## config.mk

```make
export PLATFORM = sky130hd
export DESIGN_NAME = nibble_packer
export DESIGN_NICKNAME = d
export VERILOG_FILES = /design/src/rtl/nibble_packer.sv
export SDC_FILE = /design/constraint.sdc
export NUM_CORES = 1
export LEC_CHECK = 0
export CORE_ASPECT_RATIO = 0.6
export CORE_MARGIN = 2
export CORE_UTILIZATION = 62
export DETAILED_ROUTE_END_ITERATION = 10
export DONT_BUFFER_PORTS = 1
export GPL_TIMING_DRIVEN = 0
export PLACE_DENSITY = 0.77
export RECOVER_POWER = 25
export SYNTH_ARGS = -nofsm -noshare
export SYNTH_HDL_FRONTEND = slang
export SYNTH_SLANG_ARGS = --single-unit
```

## constraint.sdc

```tcl
create_clock -name clk_b -period 2.1 [get_ports clk_b]
set_clock_uncertainty 0.1 [all_clocks]
set_input_delay 0.315 -clock clk_b [delete_from_list [all_inputs] [get_ports clk_b]]
set_output_delay 0.315 -clock clk_b [all_outputs]
set_load 0.005 [all_outputs]
```

## src/rtl/nibble_packer.sv

```systemverilog
`default_nettype none
// ============================================================================
// Module   : nibble_packer
// Purpose  : Packs NIB_PER_WORD nibbles per word into a first-word-fall-through
//            FIFO with valid/ready output and a sticky overflow flag.
//            Optional sequence checker enabled by macro SEQ_CHECK_EN.
// Revision : 1.0 - initial release
// ============================================================================
module nibble_packer #(
    parameter int NIB_PER_WORD = 4,
    parameter int DEPTH        = 4,
    parameter int SEQ_MOD      = 8
) (
    input  logic                      clk_b,
    input  logic                      rst_n,
    input  logic [3:0]                nib_in,
    input  logic                      nib_vld,
    output logic [4*NIB_PER_WORD-1:0] word_out,
    output logic                      word_vld,
    input  logic                      word_rdy,
    output logic                      fifo_full,
    output logic                      overflow,
    output logic                      seq_err,
    output logic [7:0]                err_cnt
);

    localparam int c_W     = 4 * NIB_PER_WORD;
    localparam int c_IDX_W = $clog2(NIB_PER_WORD);
    localparam int c_AW    = $clog2(DEPTH);
    localparam logic [c_IDX_W-1:0] c_LAST_IDX = c_IDX_W'(NIB_PER_WORD - 1);

    if (NIB_PER_WORD < 2 || NIB_PER_WORD > 8) begin : g_chk_nib
        $error("nibble_packer: NIB_PER_WORD out of range");
    end
    if (DEPTH < 2 || DEPTH > 16 || (DEPTH & (DEPTH - 1)) != 0) begin : g_chk_depth
        $error("nibble_packer: DEPTH must be a power of two in 2..16");
    end
    if (SEQ_MOD < 2 || SEQ_MOD > 16) begin : g_chk_mod
        $error("nibble_packer: SEQ_MOD out of range");
    end

    logic [c_IDX_W-1:0] r_idx;
    logic [c_W-1:0]     r_asm;
    logic               r_push_req;
    logic [c_W-1:0]     r_mem [DEPTH];
    logic [c_AW:0]      r_wptr;
    logic [c_AW:0]      r_rptr;
    logic               r_full;
    logic               r_vld;
    logic               r_ovf;

    logic               w_pop;
    logic               w_push_ok;
    logic [c_AW:0]      w_wptr_nxt;
    logic [c_AW:0]      w_rptr_nxt;

    // Assembly never stalls; the completed word is pushed on the following
    // clock, so a new word may begin filling slot 0 at the same edge.
    always_ff @(posedge clk_b or negedge rst_n) begin
        if (!rst_n) begin
            r_idx      <= '0;
            r_asm      <= '0;
            r_push_req <= 1'b0;
        end else begin
            r_push_req <= nib_vld && (r_idx == c_LAST_IDX);
            if (nib_vld) begin
                r_asm[{r_idx, 2'b00} +: 4] <= nib_in;
                r_idx <= (r_idx == c_LAST_IDX) ? '0 : r_idx + 1'b1;
            end
        end
    end

    always_comb begin
        w_pop      = r_vld && word_rdy;
        w_push_ok  = r_push_req && (!r_full || w_pop);
        w_wptr_nxt = w_push_ok ? r_wptr + 1'b1 : r_wptr;
        w_rptr_nxt = w_pop ? r_rptr + 1'b1 : r_rptr;
    end

    always_ff @(posedge clk_b) begin
        if (w_push_ok) begin
            r_mem[r_wptr[c_AW-1:0]] <= r_asm;
        end
    end

    // Flags are computed from the next pointers so they land on the same edge.
    always_ff @(posedge clk_b or negedge rst_n) begin
        if (!rst_n) begin
            r_wptr <= '0;
            r_rptr <= '0;
            r_full <= 1'b0;
            r_vld  <= 1'b0;
            r_ovf  <= 1'b0;
        end else begin
            r_wptr <= w_wptr_nxt;
            r_rptr <= w_rptr_nxt;
            r_full <= (w_wptr_nxt[c_AW] != w_rptr_nxt[c_AW]) &&
                      (w_wptr_nxt[c_AW-1:0] == w_rptr_nxt[c_AW-1:0]);
            r_vld  <= (w_wptr_nxt != w_rptr_nxt);
            if (r_push_req && !w_push_ok) begin
                r_ovf <= 1'b1;
            end
        end
    end

    assign word_out  = r_vld ? r_mem[r_rptr[c_AW-1:0]] : '0;
    assign word_vld  = r_vld;
    assign fifo_full = r_full;
    assign overflow  = r_ovf;

`ifdef SEQ_CHECK_EN
    localparam logic [4:0] c_SEQ_MOD = 5'(SEQ_MOD);

    logic       r_synced;
    logic [3:0] r_exp;
    logic       r_seq_err;
    logic [7:0] r_err_cnt;
    logic [4:0] w_nib_inc;
    logic       w_mismatch;

    always_comb begin
        w_nib_inc  = {1'b0, nib_in} + 5'd1;
        w_mismatch = ({1'b0, nib_in} >= c_SEQ_MOD) || (r_synced && (nib_in != r_exp));
    end

    // Every nibble re-seeds the expectation, which gives resync for free.
    always_ff @(posedge clk_b or negedge rst_n) begin
        if (!rst_n) begin
            r_synced  <= 1'b0;
            r_exp     <= '0;
            r_seq_err <= 1'b0;
            r_err_cnt <= '0;
        end else begin
            r_seq_err <= nib_vld && w_mismatch;
            if (nib_vld) begin
                r_synced <= 1'b1;
                r_exp    <= 4'(w_nib_inc % c_SEQ_MOD);
                if (w_mismatch && r_err_cnt != 8'hFF) begin
                    r_err_cnt <= r_err_cnt + 8'd1;
                end
            end
        end
    end

    assign seq_err = r_seq_err;
    assign err_cnt = r_err_cnt;
`else
    assign seq_err = 1'b0;
    assign err_cnt = 8'h00;
`endif

endmodule
`default_nettype wire

```

Yosys cells after proc, flatten, opt, wreduce, memory -nomap -nowiden
Memory sizes are Yosys's and may differ from the RTL's.
Index checks and enable logic that the tools add are counted.
- divide/modulo/power cells: 0
- $add $sub $neg: 4
- multiplexer cells: 7
- bitwise operators: 0
- $lt $le $gt $ge: 0
- multipliers: 0
- reduce and logical (&&, ||, !) cells: 8
- equality and inequality tests: 4
- shift-type cells: 2
- operators with widths (operator ; count):
    $bwmux 16 ; 1
    $mux 16 ; 1
    $shift 4x6->16 const A ; 1
    $shiftx 4x6->16 ; 1
    $add 3x1->3 const B ; 2
    $mux 3 ; 2
    $neg 4->6 ; 1
    $logic_and 1x1->1 ; 5
    $ne 3x3->1 ; 1
    $add 2x1->2 const B ; 1
    $eq 2x2->1 ; 1
    $eq 2x2->1 const B ; 1
    $logic_not 1->1 ; 2
    $mux 1 ; 2
    $mux 2 ; 1
    $logic_or 1x1->1 ; 1
    $ne 1x1->1 ; 1
- bits in latches: 0
- flip-flop bits (word level): 28
- ROM bits: 0
- memories: 1
- input port bits: 8
- memory bits (writable): 64
- memory list (name ; depth ; width ; read ports ; clocked after memory_dff ; write ports ; RTL line ; text):
    r_mem ; 4 ; 16 ; 1 ; 0 ; 1 ; 45 ; logic [c_W-1:0] r_mem [DEPTH];

Logic depth before layout (Yosys ltp)
Gate-level depths: netlist of run 1.
- depth in word-level cells: 6
- gate-level depth with buffers: 6

Worst setup path before layout of run 1
OpenSTA, ideal clock, no wires.
- path type: register -> output
- start point: register r_rptr[0]
- end point: output word_out[10]
- data arrival time: 1.494 ns
- path slack: 0.191 ns
- cell stages (with the launch flop): 5
- cells stage by stage: dfrtp_1 buf_2 buf_4 mux4_2 and2_1
- word-level cells in the longest chain between the ends: 2
- RTL lines (item ; RTL line ; text):
    from (decl) ; 47 ; logic [c_AW:0] r_rptr;
    from (signal assigned) ; 96 ; r_rptr <= w_rptr_nxt;
    $mem_v2 4x16 ; - ;
    $mux 16 ; 106 ; assign word_out = r_vld ? r_mem[r_rptr[c_AW-1:0]] : '0;
    to (decl) ; 18 ; output logic [4*NIB_PER_WORD-1:0] word_out,
Every way passes these cells.

Worst setup path after layout of run 1
- start point: register r_rptr[0]
- end point: output word_out[7]
Same word-level chain as after synthesis.

==> reports/results.txt, run 1 <==
Clk sinks = 92
FF+latch area = 2620 sq um
Slew Limit Headroom = 0.165
Max Buffers Root-to-Sink = 2
Tot GR Track Use = 0.214
RSZ-0062 raised after global routing = yes
Least-Margin Pin Slew = 1.25 ns
Post-DP HPWL = 4050 microns
Drt first pass iters = 4
Crit. End Element = primary output
Post-synth top flop = edfxtp_1
Inst Count DP = 317
# diodes = 0
Power per cell area = 1330 nW/um^2
Max-cap viol count = 0
Synth top cells by count = edfxtp_1, dfrtp_1, and2_1, nand2_1, mux4_2
GP Congestion = 0.806
Hold_ws = 0.0559 ns
R2r startpoint = word_vld
Final nets = 272
Max Clock Freq = 471 MHz
Die ar. = 6820 sq um
Final worst path period share = 1.01
Post-synthesis cell area = 3820 sq um
Peak supply drop = 536 uV
Worst hold path type = in -> reg
Most numerous cell in the Yosys netlist = edfxtp_1
Critical Path RT = 1.68 ns
Total number of vias = 1917
Startpoint types = register
Mapped Cells = 225
Die outline height = 64.8 microns
Worst-path fanout max = 9
Total grt overflow = 0
Initial antenna violation count = 0
Worst r2r dst = fifo_full
Final slew viol count = 0
CTS buffer count = 9
Failing checks = setup timing
Final setup vio count = 3
CTS tree = built
HP Start = word_rdy
CTS root buf = clkbuf_8
Outcome = finished with violations
Top cells by area, synth = edfxtp_1, dfrtp_1, mux4_2
Die W = 105 microns
Row cnt = 22
Layout cells sized above 1 = 0.295
Area growth syn-to-layout = 13.8%
Mapped Avg Cell Area = 17.0 sq um
Leak = 1.71 nW
Fillers = 380
Seq cells post-synth = 92
Synth async-reset ratio = 0.304
Initial DRC count = 157
Post-synthesis sequential area ratio = 0.687
Final wirelength = 6440 microns
Warning count from the yosys run = 0
Tmin final = 2.13 ns
Clk_lat worst skew = 0.36 ns
Fin worst setup slack = -0.0253 ns
Core ar. = 6030 sq um
Pin count of the biggest net entering global routing = 29
WHS Endpoint = r_rptr[2]
Port buffer count = 0
Reg2reg path depth = 5
H-tree depth = 3
Multi-input logic area = 1140 sq um
Synth cell types = 34
Number of global-route vias before repair = 1871
Final non-filler cell total = 342
Critical path class = reg -> out
Worst hold path depth = 2
Starting Density = 0.633
Reg2reg setup slack = 0.21 ns
Boundary pin count = 36
Routed WL per cell = 18.8 microns
DR vias/cell = 5.61
Antenna Nets Post-Route = 0
Final Hold Viols = 0
Worst path arrival time = 1.71 ns
First-pass GRT wire length = 10200 microns
Post-synth EDFFs = 64
Detailed-route DRC error count = 0
Clk slew on worst S/H paths = 0.09 ns
Top-area cell type share of the netlist area = 0.503
Post-synth top area cell = edfxtp_1
## logic make-up (layout without fill, tap and decap cells)
logic type      Yosys count  in the layout  share of synthesized area
compound gates           23             23                     0.0488
xor+xnor                  7              7                     0.0197
fa+ha+maj                11             11                     0.0360
buf+inv                  22             47                     0.0347
flops                    92             92                      0.687
mux                      17             17                     0.0973
other cells               1              9                   0.000982
simple gates             52             52                     0.0757
## timing repair
item                                   in CTS  in global routing
cloned                                      0                  0
setup endpoints to repair                  16                 18
gates resized for setup                    11                 16
buffers inserted                            3                  1
hold buffers                                6                  0
endpoints found under the hold margin      44                  0
## power breakdown
part / internal, mW / switching (mW)
Combinational: 1.03 / 0.753
Sequential: 2.39 / 0.326
Clock: 0.677 / 0.596
Total: 4.09 / 1.67
## worst max-delay path, cell delays in order, from the launching register on
cell,delay [ns]
dfrtp_1,0.39
buf_8,0.13
buf_12,0.14
mux4_2,0.52
and2_4,0.18
## final cells by class
| class | instances | share of cell area |
|---|---|---|
| sequential | 92 | 0.604 |
| buffer | 17 | 0.0323 |
| clock inverter | 5 | 0.0196 |
| inverter | 4 | 0.00346 |
| clock buffer | 11 | 0.0302 |
| tap | 84 | 0.0242 |
| timing repair buffer | 10 | 0.0242 |
| multi-input combinational | 119 | 0.262 |
## layout by cell type, fill, tap and decap left out, drive strengths merged, types with 2 or more instances in the layout
| cell type | netlist | layout |
|---|---|---|
| edfxtp | 64 | 64 |
| dfrtp | 28 | 28 |
| nand2 | 17 | 17 |
| and2 | 17 | 17 |
| buf | 13 | 17 |
| mux4 | 16 | 16 |
| clkbuf | 5 | 15 |
| a22o | 12 | 12 |
| ha | 11 | 11 |
| conb | 1 | 9 |
| o21ai | 6 | 6 |
| dlygate4sd3 | 0 | 5 |
| inv | 4 | 5 |
| xnor2 | 4 | 4 |
| nand3 | 4 | 4 |
| and3 | 4 | 4 |
| xor2 | 2 | 2 |
| nand4 | 2 | 2 |
| and4b | 2 | 2 |
| nor2 | 2 | 2 |
| bufinv | 0 | 2 |
| a21bo | 2 | 2 |
| a21o | 2 | 2 |
## per-layer routing
| layer | routed length (microns) | share of wire | vias up | GRT usage |
|---|---|---|---|---|
| li1 | - | - | 887 | - |
| met1 | 3010 | 0.47 | 957 | 0.314 |
| met2 | 2890 | 0.45 | 66 | 0.301 |
| met3 | 465 | 0.072 | 7 | 0.0815 |
| met4 | 75 | 0.012 | 0 | 0.0617 |
| met5 | 0 | 0 | - | 0 |
## how the worst max path moves through the flow
stage                   endpoint      start  slack [ns]
floorplan           word_out[10]  r_rptr[0]        0.19
detailed placement   word_out[7]  r_rptr[0]       -0.02
CTS                  word_out[7]  r_rptr[0]       -0.04
global placement     word_out[7]  r_rptr[0]       -0.02
finish               word_out[7]  r_rptr[0]       -0.03
global route         word_out[7]  r_rptr[0]       -0.07
## metrics by stage
stage / instance area [sq um] / total power, mW / setup WS, ns / TNS (ns) / utilization
after CTS: 4310 / 5.63 / -0.0368 / -0.159 / 0.714
after floorplan: 3850 / 3.82 / 0.191 / 0 / -
final: 4340 / 5.77 / -0.0253 / -0.0516 / 0.721
after detailed placement: 3950 / 4.19 / -0.0152 / -0.0152 / 0.656
after global routing: 4340 / 6.06 / -0.0686 / -0.655 / 0.721
after global placement: 3950 / 4.14 / -0.0199 / -0.0199 / 0.656
## state kept, by name, indices dropped and copies added, names as in the netlist
signal	flops
r_wptr	3
r_rptr	3
r_mem	64
r_idx	2
r_asm	16
overflow	1
r_push_req	1
word_vld	1
fifo_full	1
(Power assumes the default switching activity.)
==> inputs of run 2 (changes only) <==
--- a/config.mk
+++ b/config.mk
@@ -13,6 +13,7 @@
 export GPL_TIMING_DRIVEN = 0
 export PLACE_DENSITY = 0.77
 export RECOVER_POWER = 25
+export SKIP_LAST_GASP = 1
 export SYNTH_ARGS = -nofsm -noshare
 export SYNTH_HDL_FRONTEND = slang
 export SYNTH_SLANG_ARGS = --single-unit
==> run 2 against run 1 <==
Effect of this change:
- the run still ends with setup timing left
- count of clock-buffer cells in the layout unchanged
- utilization rose by 0.50 points
- fmax barely moved
- global-route usage unchanged
- first-iteration DRC count decreased by 18%
- non-clock buffer count is 2 higher
- via count is 0.57% higher
- clock power about the same
- combinational power up 3%
- critical endpoint is now word_out[15]
- largest cell class unchanged
==> reports/results.txt, run 2 (synthesis results as in run 1) <==
Outcome = finished with violations
Failing checks = setup timing
Final worst path period share = 1.01
H-tree depth = 3
Crit. End Element = primary output
Final setup vio count = 4
Die W = 105 microns
Critical Path RT = 1.68 ns
R2r startpoint = word_vld
Final wirelength = 6570 microns
Fin worst setup slack = -0.0255 ns
Power per cell area = 1330 nW/um^2
Most frequent cells in the layout = edfxtp_1, dfrtp_1, nand2_1
Port buffer count = 0
Place WS = -0.0152 ns
Final Hold Viols = 0
Clk slew on worst S/H paths = 0.09 ns
Total Power = 5.83 mW
Inst Count DP = 317
Tot GR Track Use = 0.214
Crit path launch = r_rptr[0]
CTS root buf = clkbuf_8
Die ar. = 6820 sq um
Initial antenna violation count = 0
Slew Limit Headroom = 0.153
CTS buffer count = 9
Final slew viol count = 0
Fillers = 372
Initial DRC count = 129
Worst-path fanout max = 7
Clk_lat worst skew = 0.36 ns
Hold_ws = 0.0568 ns
Total grt overflow = 0
Startpoint types = register
Number of global-route vias before repair = 1871
CTS tree = built
Final non-filler cell total = 344
Clk sinks = 92
Final nets = 274
First-pass GRT wire length = 10200 microns
Commonest non-fill, non-tap cell in the layout = edfxtp_1
Routed WL per cell = 19.1 microns
Starting Density = 0.633
HP Start = word_rdy
Max reg flops = 64
Area growth syn-to-layout = 14.5%
Max Clock Freq = 470 MHz
Pin count of the biggest net entering global routing = 29
Layout cells sized above 1 = 0.296
Worst hold path type = in -> reg
Row cnt = 22
Total number of vias = 1928
Worst path arrival time = 1.71 ns
Peak supply drop = 547 uV
Least-Margin Pin Slew = 1.27 ns
Post-DP HPWL = 4050 microns
Max-cap viol count = 0
Boundary pin count = 36
GP Congestion = 0.806
# diodes = 0
DR vias/cell = 5.60
Antenna Nets Post-Route = 0
Max Buffers Root-to-Sink = 2
Core ar. = 6030 sq um
Leak = 1.72 nW
Die outline height = 64.8 microns
Critical path class = reg -> out
Drt first pass iters = 4
Tmin final = 2.13 ns
Detailed-route DRC error count = 0
RSZ-0062 raised after global routing = yes
run 2: cell types whose count changed in the layout (fill, tap and decap cells not counted), sizes merged:
cell	previous run	this run
buf	17	18
clkbuf	15	16
run 2: through the flow:
step | utilization | setup TNS, ns | cell area [sq um]
after global routing | 0.726 | -0.746 | 4370
after CTS | 0.714 | -0.163 | 4300
final | 0.726 | -0.0539 | 4370
after global placement | 0.656 | -0.0199 | 3950
after floorplan | - | 0 | 3850
after detailed placement | 0.656 | -0.0152 | 3950
run 2: layer usage:
layer | vias up | GRT usage | part of all wire | wire length (microns)
li1 | 891 | - | - | -
met2 | 66 | 0.301 | 0.45 | 2980
met4 | 0 | 0.0617 | 0.015 | 99
met3 | 9 | 0.0815 | 0.063 | 416
met5 | - | 0 | 0 | 0
met1 | 962 | 0.314 | 0.47 | 3080
run 2: worst max-delay path, cell delays in order, from the launching register on:
cell and delay, ns:
dfrtp_1 0.39, buf_8 0.14, buf_12 0.13, mux4_2 0.52, and2_4 0.18
run 2: final cells by class:
cell class,instances,area (sq um),area share
Tap cell,84,105,0.0240
Inverter,4,15.0,0.00343
Multi-Input combinational cell,119,1140,0.260
Sequential cell,92,2620,0.600
Timing Repair Buffer,12,138,0.0315
Clock buffer,11,131,0.0300
Clock inverter,5,85.1,0.0195
Buffer,17,140,0.0320
run 2: what timing repair did:
action,in CTS,in global routing
setup buffers,3,2
hold buffers,6,0
endpoints found under the hold margin,44,0
setup endpoints to repair,16,18
cloned,0,1
gates resized for setup,10,16
run 2: power by group:
part	internal, mW	total (mW)	switching, mW	leakage (nW)
logic	1.07	1.84	0.772	0.666
registers	2.39	2.72	0.328	0.952
clock network	0.677	1.27	0.594	0.104
total	4.14	5.83	1.69	1.72
run 2: worst paths after layout:
kind / end / cells after the start / slack, ns
worst max-delay path: word_out[15] / 4 / -0.03
worst min-delay path: r_rptr[2] / 2 / 0.06
worst max register to register: fifo_full / 5 / 0.21
worst min register to register: r_rptr[2] / 1 / 0.40
max in group asynchronous: r_rptr[1] / 2 / 0.30
min in group asynchronous: r_wptr[2] / 2 / 0.76
==> inputs of run 3 (changes only) <==
==> constraint.sdc (replaced) <==
create_clock -name clk_b -period 2.2 [get_ports clk_b]
set_clock_uncertainty 0.1 [all_clocks]
set_input_delay 0.33 -clock clk_b [delete_from_list [all_inputs] [get_ports clk_b]]
set_output_delay 0.33 -clock clk_b [all_outputs]
set_load 0.005 [all_outputs]
==> run 3 against run 2 <==
Effect of this change:
- the flow now finishes without violations
- hold slack got worse by 0.037 ns
- clock power shrank 4%
- sequential power shrank 5%
- cell count is the same
- sequential share of layout area increased by 0.78 points
- global-route usage stayed put
- non-clock buffer count is the same
- wire length is 1.4% lower
- via count unchanged
- worst setup slack gained 0.072 ns
- total power down 8.3%
- die area unchanged
- critical path type unchanged
- highest routed layer unchanged
==> reports/results.txt, run 3 (synthesis results as in run 1) <==
Total number of vias = 1928
Row cnt = 22
Clk_lat worst skew = 0.36 ns
Most frequent cells in the layout = edfxtp_1, dfrtp_1, and2_1, nand2_1, mux4_2
Core ar. = 6030 sq um
Detailed-route DRC error count = 0
Outcome = finished clean
Worst hold path type = in -> reg
Total grt overflow = 0
Worst-path fanout max = 10
Critical Path RT = 1.77 ns
Slew Limit Headroom = 0.150
Clk sinks = 92
Worst path arrival time = 1.72 ns
Worst path bufs/invs = 2
Max Clock Freq = 464 MHz
Least-Margin Pin Slew = 1.28 ns
Boundary pin count = 36
Placed instance area = 3950 sq um
Number of global-route vias before repair = 1871
Max-cap viol count = 0
# diodes = 0
GP Congestion = 0.806
Critical path cell sequence = buf_8, buf_12, mux4_2, and2_1
Max reg flops = 64
Clk slew on worst S/H paths = 0.08 ns
DR vias/cell = 5.60
Fin worst setup slack = 0.0466 ns
Fin Setup TNS = 0 ns
Port buffer count = 0
CTS buffer count = 9
Die ar. = 6820 sq um
Pin count of the biggest net entering global routing = 29
Initial DRC count = 120
Place WS = 0.0698 ns
Routed WL per cell = 18.8 microns
Area growth syn-to-layout = 13.1%
CP top delay family = multiplexers
Final setup vio count = 0
Layout cells sized above 1 = 0.223
CTS root buf = clkbuf_8
Drt first pass iters = 4
H-tree depth = 3
Max incr delay on CP = 0.52 ns
Commonest non-fill, non-tap cell in the layout = edfxtp_1
Fillers = 378
Starting Density = 0.633
Final worst path period share = 0.979
Final wirelength = 6480 microns
Leak = 1.67 nW
CTS tree = built
Final slew viol count = 0
Fin area = 4320 sq um
Initial antenna violation count = 0
Die W = 105 microns
Final nets = 274
Multi-input logic area = 1090 sq um
Die outline height = 64.8 microns
FF+latch area = 2620 sq um
Antenna Nets Post-Route = 0
Critical path class = reg -> out
Slowest cell on the critical path = mux4_2
First-pass GRT wire length = 10200 microns
Post-DP HPWL = 4050 microns
Tmin final = 2.15 ns
Hold_ws = 0.0197 ns
Final Hold Viols = 0
Peak supply drop = 506 uV
Tot GR Track Use = 0.214
Crit. End Element = primary output
Max Buffers Root-to-Sink = 2
Startpoint types = register
Power per cell area = 1240 nW/um^2
run 3: cell types whose count changed in the layout (fill, tap and decap cells not counted), sizes merged:
cell,before,now
clkbuf,16,15
dlygate4sd3,5,7
buf,18,17
run 3: final timing paths:
| check | depth (start not counted) | slack [ns] | endpoint | startpoint |
|---|---|---|---|---|
| max | 4 | 0.05 | word_out[7] | r_rptr[0] |
| min | 1 | 0.02 | r_asm[10] | nib_in[2] |
| max reg2reg | 5 | 0.19 | r_asm[3] | r_idx[0] |
| min reg2reg | 1 | 0.40 | r_rptr[2] | r_rptr[2] |
| max in group asynchronous | 2 | 0.38 | r_rptr[1] | rst_n |
| min in group asynchronous | 2 | 0.77 | r_wptr[2] | rst_n |
run 3: worst reg2reg max path, cell delays in order (launching register included):
cell	delay (ns)
dfrtp_1	0.52
inv_1	0.15
ha_1	0.38
nor3b_1	0.47
nand2_1	0.13
o21ai_0	0.18
run 3: what timing repair did:
item | in CTS | in global routing
cloned | 0 | 0
buffers inserted | 2 | 2
hold buffers | 6 | 2
setup endpoints to repair | 11 | 8
resized for setup | 7 | 1
endpoints found under the hold margin | 41 | 2
run 3: metal layers:
layer | up-vias | track usage | part of all wire
met3 | 9 | 0.0815 | 0.056
li1 | 887 | - | -
met5 | - | 0 | 0
met2 | 57 | 0.303 | 0.44
met1 | 975 | 0.312 | 0.49
met4 | 0 | 0.0617 | 0.015
run 3: where the power goes:
group	internal [mW]	switching [mW]
registers	2.28	0.312
logic	0.840	0.694
clock network	0.647	0.573
run 3: cell type report:
type                    count  share of cell area
multi-input cells         119               0.253
flip-flops and latches     92               0.608
clock buffers              11              0.0304
plain buffers              17              0.0322
well taps                  84              0.0243
repair buffers             12              0.0290
clock inverters             5              0.0197
inverters                   4             0.00348
run 3: stage by stage:
step                      utilization  std cells  total power [mW]
after floorplan                     -        233              3.65
after global placement          0.656        317              3.95
after detailed placement        0.656        317              4.00
after CTS                       0.711        340              5.33
after global routing            0.716        344              5.62
final                           0.716        344              5.35
